`config.mk`:
```
export PLATFORM = sky130hd
export DESIGN_NAME = conv_out_collector
export DESIGN_NICKNAME = d
export VERILOG_FILES = /design/src/rtl/conv_pkg.sv /design/src/rtl/out_requant.sv /design/src/rtl/conv_out_collector.sv
export SDC_FILE = /design/constraint.sdc
export NUM_CORES = 1
export LEC_CHECK = 0
export ABC_AREA = 1
export CORE_UTILIZATION = 54
export DETAILED_ROUTE_END_ITERATION = 12
export PLACE_DENSITY_LB_ADDON = 0.08
export SLEW_MARGIN = 10
export SYNTH_ARGS = -nofsm -noshare
export SYNTH_HDL_FRONTEND = slang
export SYNTH_SLANG_ARGS = --single-unit
```
`constraint.sdc`:
```
create_clock -name iCLK -period 4.33 [get_ports iCLK]
set_input_delay 0.866 -clock iCLK [delete_from_list [all_inputs] [get_ports iCLK]]
set_output_delay 0.866 -clock iCLK [all_outputs]
set_load 0.02 [all_outputs]
```
`src/rtl/conv_pkg.sv`:
```
// conv_pkg: FSM encoding, default geometry and output-size helper shared across the conv datapath
package conv_pkg;
   typedef enum logic [1:0] {IDLE, COLLECT, DONE} state_t;
   localparam int XS_DEF     = 32;
   localparam int WS_DEF     = 5;
   localparam int STRIDE_DEF = 1;
   function automatic int calc_os(input int xs, input int ws, input int stride);
      return (xs - ws) / stride + 1;
   endfunction
endpackage

```
`src/rtl/out_requant.sv`:
```
// out_requant: arithmetic shift, optional ReLU and signed saturation from IW to OW bits
module out_requant #(
   parameter int IW    = 20,
   parameter int OW    = 8,
   parameter int SHIFT = 6,
   parameter int RELU  = 1
) (
   input  logic [IW-1:0] i_data,
   output logic [OW-1:0] o_data
);
   localparam logic signed [IW-1:0] MAXV = IW'((2 ** (OW - 1)) - 1);
   localparam logic signed [IW-1:0] MINV = ~MAXV;
   logic signed [IW-1:0] w_s;
   logic signed [IW-1:0] w_r;
   // shift down, drop negatives when ReLU is on, then clamp into the OW-bit range
   always_comb begin
      w_s    = $signed(i_data) >>> SHIFT;
      w_r    = (RELU != 0 && w_s[IW-1]) ? '0 : w_s;
      o_data = (w_r > MAXV) ? MAXV[OW-1:0] : (w_r < MINV) ? MINV[OW-1:0] : w_r[OW-1:0];
   end
endmodule

```
`src/rtl/conv_out_collector.sv`:
```
// conv_out_collector: requantises window results and writes them to the output map in raster order
module conv_out_collector
   import conv_pkg::*;
#(
   parameter int Xs     = XS_DEF,
   parameter int Ws     = WS_DEF,
   parameter int stride = STRIDE_DEF,
   parameter int IW     = 20,
   parameter int OW     = 8,
   parameter int SHIFT  = 6,
   parameter int RELU   = 1,
   parameter int AD     = 10
) (
   input  logic          iCLK,
   input  logic          iRSTn,
   input  logic          iStart,
   input  logic          iValid,
   input  logic [IW-1:0] iData,
   output logic          oWrEn,
   output logic [AD-1:0] oWrAddr,
   output logic [OW-1:0] oWrData,
   output logic          oBusy,
   output logic          oDone,
   output logic          oErr
);
   localparam int OS = calc_os(Xs, Ws, stride);
   localparam logic [AD-1:0] LAST = AD'(OS - 1);
   state_t        r_state, w_next;
   logic [AD-1:0] r_col, r_row, w_col, w_row, w_addr;
   logic          w_acc, w_last;
   logic [OW-1:0] w_px;
   logic          r_wr_en, r_err;
   logic [AD-1:0] r_wr_addr;
   logic [OW-1:0] r_wr_data;
   out_requant #(.IW(IW), .OW(OW), .SHIFT(SHIFT), .RELU(RELU)) u_rq (
      .i_data(iData),
      .o_data(w_px)
   );
   // accept decision; a start in the same cycle makes this pixel (0,0) of a fresh frame
   always_comb begin
      w_acc  = iValid && (r_state == COLLECT || (r_state == DONE && iStart));
      w_col  = iStart ? '0 : r_col;
      w_row  = iStart ? '0 : r_row;
      w_last = (w_col == LAST) && (w_row == LAST);
      w_addr = w_row * AD'(OS) + w_col;
   end
   // next state: IDLE and DONE both leave on start, COLLECT ends on the last pixel
   always_comb begin
      w_next = (r_state == COLLECT) ? ((w_acc && w_last) ? DONE : COLLECT) : (iStart ? COLLECT : IDLE);
   end
   // state register and raster counters
   always_ff @(posedge iCLK) begin
      if (!iRSTn) begin
         r_state <= IDLE;
         r_col   <= '0;
         r_row   <= '0;
      end else begin
         r_state <= w_next;
         if (w_acc) begin
            r_col <= (w_col == LAST) ? '0 : w_col + 1'b1;
            r_row <= w_last ? '0 : (w_col == LAST) ? w_row + 1'b1 : w_row;
         end else if (iStart) begin
            r_col <= '0;
            r_row <= '0;
         end
      end
   end
   // registered write port and sticky stray-valid flag
   always_ff @(posedge iCLK) begin
      if (!iRSTn) begin
         r_wr_en   <= 1'b0;
         r_wr_addr <= '0;
         r_wr_data <= '0;
         r_err     <= 1'b0;
      end else begin
         r_wr_en <= w_acc;
         if (w_acc) begin
            r_wr_addr <= w_addr;
            r_wr_data <= w_px;
         end
         r_err <= iStart ? 1'b0 : (iValid && r_state != COLLECT) ? 1'b1 : r_err;
      end
   end
   // state-decoded outputs
   always_comb begin
      oBusy = (r_state == COLLECT);
      oDone = (r_state == DONE);
   end
   assign oWrEn   = r_wr_en;
   assign oWrAddr = r_wr_addr;
   assign oWrData = r_wr_data;
   assign oErr    = r_err;
endmodule

```
==> impl_results.md <==
* Fin Setup TNS at 0 ns
* Detail Placement HPWL at ~5600 um
* Std cell rows at 26
* Static Leakage at about 1.8 nW
* Psw at slightly below 0.0002 W
* Pins Over Slew Limit at 0
* TritonCTS clock tree: yes
* Critical Path, Cell by Cell: clkdlybuf4s50_1 -> buf_4 -> nor2_1 -> ha_1 -> inv_1 -> ha_1 -> ha_1 -> or2_2 -> nand2_1 -> xnor2_1 -> ha_1 -> nand2_1 -> inv_1 -> a21boi_0 -> nand2_1 -> nand3_1 -> nand2_1 -> nor2_1 -> nor2_1
* Critical R2R Capture: oWrAddr[9]
* Layout Area Growth over Synthesis at 23.6%
* Final worst setup slack at 0.375 ns
* PD cells at 224 nW/um^2
* Total Nets Final at 560
* Synth Area in XOR/XNOR at 0.0272
* Post-synth EDFFs at 0
* Routability cong. at between 0.8 and 0.9
* Post-CTS setup buffer count at 0
* Routed vias at between 2000 and 3000
* Die Span Y at 75.2 um
* Vias in the first global route at about 2600
* Full die area at approximately 5700 um^2
* Final setup vio count at 0
* Startpoint types: primary input
* Crit path max-delay cell type: clkdlybuf4s50_1
* Die Wd at roughly 75 um
* Total Routing Usage GR at 0.277
* Synth Register Bits at 42
* Top cells by area, synth: dfxtp_1 (29%), nand2_1 (15%), nor2_1 (8.8%)
* Largest net degree at the start of global routing at 28
* Relative slew slack at 0.553
* CP max FO at 11
* Core ar. at roughly 5100 um^2
* Multiplexer share of the synthesized area at 0
* Clock tree buffer depth at 2
* Status: completed
* Switching part of the total at 0.245
* CP Data Required Time at between 4 and 5 ns
* Fmax at roughly 0.25 GHz
* Worst path max stage delay at between 0.4 and 0.5 ns
* CP Capture Point: oWrAddr[9]
* Simple-gate share of the synthesized area at 0.353
* Post-synthesis adder-cell area fraction at 0.114
* Clock share of power at 0.391
* CTS Buf Count at 5
* # IOs at 46
* Post-DR vias/cell at a little over 5
* RSZ-0062 raised after global routing: no
* Gate Count Post-Synth at between 400 and 500
* Worst Path Arrival at between 4 and 5 ns
* Worst setup EP type: flop
* H-tree levels at 2
* Initial Util at 0.563
* Final Hold Viols at 0
* Clock-pin slew on the worst setup and hold paths at 0.08 ns
* Post-synth net total at a little over 500
* Largest family of logic cells by synthesized area: simple AND/OR/NAND/NOR gates
* CTS Root Cell: clkbuf_8
* Layout cells sized above 1 at 0.0702
* Final period utilization at 0.913
* Crit path time final at between 3 and 4 ns
* Worst reg-to-reg path cell count at 18
* Commonest cells in the netlist: nand2_1 (116), nor2_1 (68), inv_1 (67)
* Grt ovf at 0
* Synth warnings at 0
* Mapped Area at slightly below 3000 um^2
* Comb power frac at 0.111
* Worst Tran Pin Value at 0.665 ns
* Worst R2R Setup Slack at 1.19 ns
* Library cells used by synthesis at 28
* Most area-hungry cell type in the Yosys netlist: dfxtp_1
* Post-route ant nets at 0
* Post-synthesis sequential area ratio at 0.291
* # clock sinks at 42
* Most frequent cell after synthesis: nand2_1
* Filler Cell Count at roughly 500
* Critical Setup Path Class: in -> reg
* Pre-CTS setup slack at about 0.058 ns
* DR iter-0 viols at roughly 160
* N_diodes at 0
* Syn_area_per_cell at around 6.3 um^2
* Maximum VDD drop at around 0.19 mV
* Residual DRC at 0
* Antenna violations before repair at 0
* Wire length of the first global-routing pass at between 10000 and 15000 um
* PortBufs at 39
* DR pass1 iterations at 4
* Worst hold path class: reg -> reg
* Synth Flop Type: dfxtp_1
* Setup Skew at 0.00238 ns
* Wire length per cell at between 10 and 15 um
* Internal power at 0.000605 W
* CP Launch Point: iStart
* Yosys top cell area share at 0.291
* Worst R2R Start: r_row[3]
* WL final at about 7300 um
* Sequential power share at 0.498
* Max-cap viol count at 0
* Synth async-reset ratio at 0
* Compound-gate portion of the synthesized area at 0.109
* Clk_lat worst skew at 0.30 ns
-- worst min path at each step --
stage | cells after the start | start | to | slack [ns]
final | 2 | oWrData[7] | oWrData[7] | 0.44
after global routing | 2 | oWrData[7] | oWrData[7] | 0.46
after CTS | 2 | oWrData[7] | oWrData[7] | 0.44
after detailed placement | 2 | oWrData[7] | oWrData[7] | 0.43
after global placement | 2 | oWrData[7] | oWrData[7] | 0.42
after floorplan | 2 | r_row[1] | r_row[1] | 0.48
-- layout make-up --
| type | count | area [um^2] | share of cell area |
|---|---|---|---|
| clock inverter | 3 | 40.0 | 0.0112 |
| multi-input combinational | 337 | 1750 | 0.489 |
| sequential | 42 | 841 | 0.235 |
| tap | 70 | 87.6 | 0.0245 |
| timing repair buffer | 59 | 541 | 0.151 |
| inverter | 67 | 251 | 0.0703 |
| clock buffer | 5 | 68.8 | 0.0192 |
-- metal layers --
metal / track usage / up-vias / routed length, um
li1: - / 1558 / -
met1: 0.373 / 1335 / 3370
met2: 0.470 / 77 / 3560
met3: 0.0402 / 8 / 318
met4: 0.0679 / 0 / 66
met5: 0 / - / 0
-- power by group through the flow --
| stage | clock network [W] | logic, W | registers [W] |
|---|---|---|---|
| finish | 0.000313 | 0.0000886 | 0.000399 |
| floorplan | 0 | 0.0000349 | 0.000418 |
| global placement | 0 | 0.0000870 | 0.000408 |
| global route | 0.000327 | 0.0000964 | 0.000400 |
| CTS | 0.000313 | 0.0000886 | 0.000399 |
| detailed placement | 0 | 0.0000881 | 0.000408 |
-- through the flow --
stage / total power, W / hold slack [ns] / area (um^2) / util / cells
global placement: 0.000495 / 0.424 / 3470 / 0.675 / 575
global route: 0.000823 / 0.465 / 3580 / 0.696 / 583
CTS: 0.000801 / 0.442 / 3580 / 0.696 / 583
finish: 0.000801 / 0.438 / 3580 / 0.696 / 583
floorplan: 0.000453 / 0.481 / 2890 / - / 457
detailed placement: 0.000496 / 0.432 / 3470 / 0.675 / 575
-- sequential cells by signal (all words and copies together), names as in the netlist --
signal,flops
oWrData,8
r_state,2
oWrAddr,10
oWrEn,1
oErr,1
r_col,10
r_row,10
-- repair_timing --
action	CTS	global route
gates resized for setup	0	1
endpoints found under the setup margin	0	1
hold buffers	0	0
-- cell families (layout without fill, tap and decap cells) --
| logic type | count (synthesis) | count (layout) |
|---|---|---|
| and+or+nand+nor | 244 | 244 |
| buffers and inverters | 78 | 134 |
| AOI/OAI and AO/OA | 60 | 60 |
| DFF | 42 | 42 |
| adders and majority gates | 24 | 24 |
| xor gates and xnor gates | 9 | 9 |
-- placed cells by master, fill, tap and decap left out, types with 3 or more instances in the layout --
master and instances:
clkdlybuf4s50_1 39, o21ai_0 15, buf_4 20, nand4_1 6, nand3_1 28, nand3b_1 3, fa_1 4, inv_1 67
xnor2_1 4, a21oi_1 37, or2_2 3, dfxtp_1 42, nor2_1 68, nand2_1 116, ha_1 20, xor2_1 5
nor3_1 13, clkbuf_8 5
-- critical path: cells and delay by family --
family	cells	cell delay [ns]
AOI/OAI and AO/OA	1	0.19
xor gates and xnor gates	1	0.15
adders and majority gates	4	1.11
buffers and inverters	4	0.72
and+or+nand+nor	9	1.09
(Power assumes the default switching activity.)
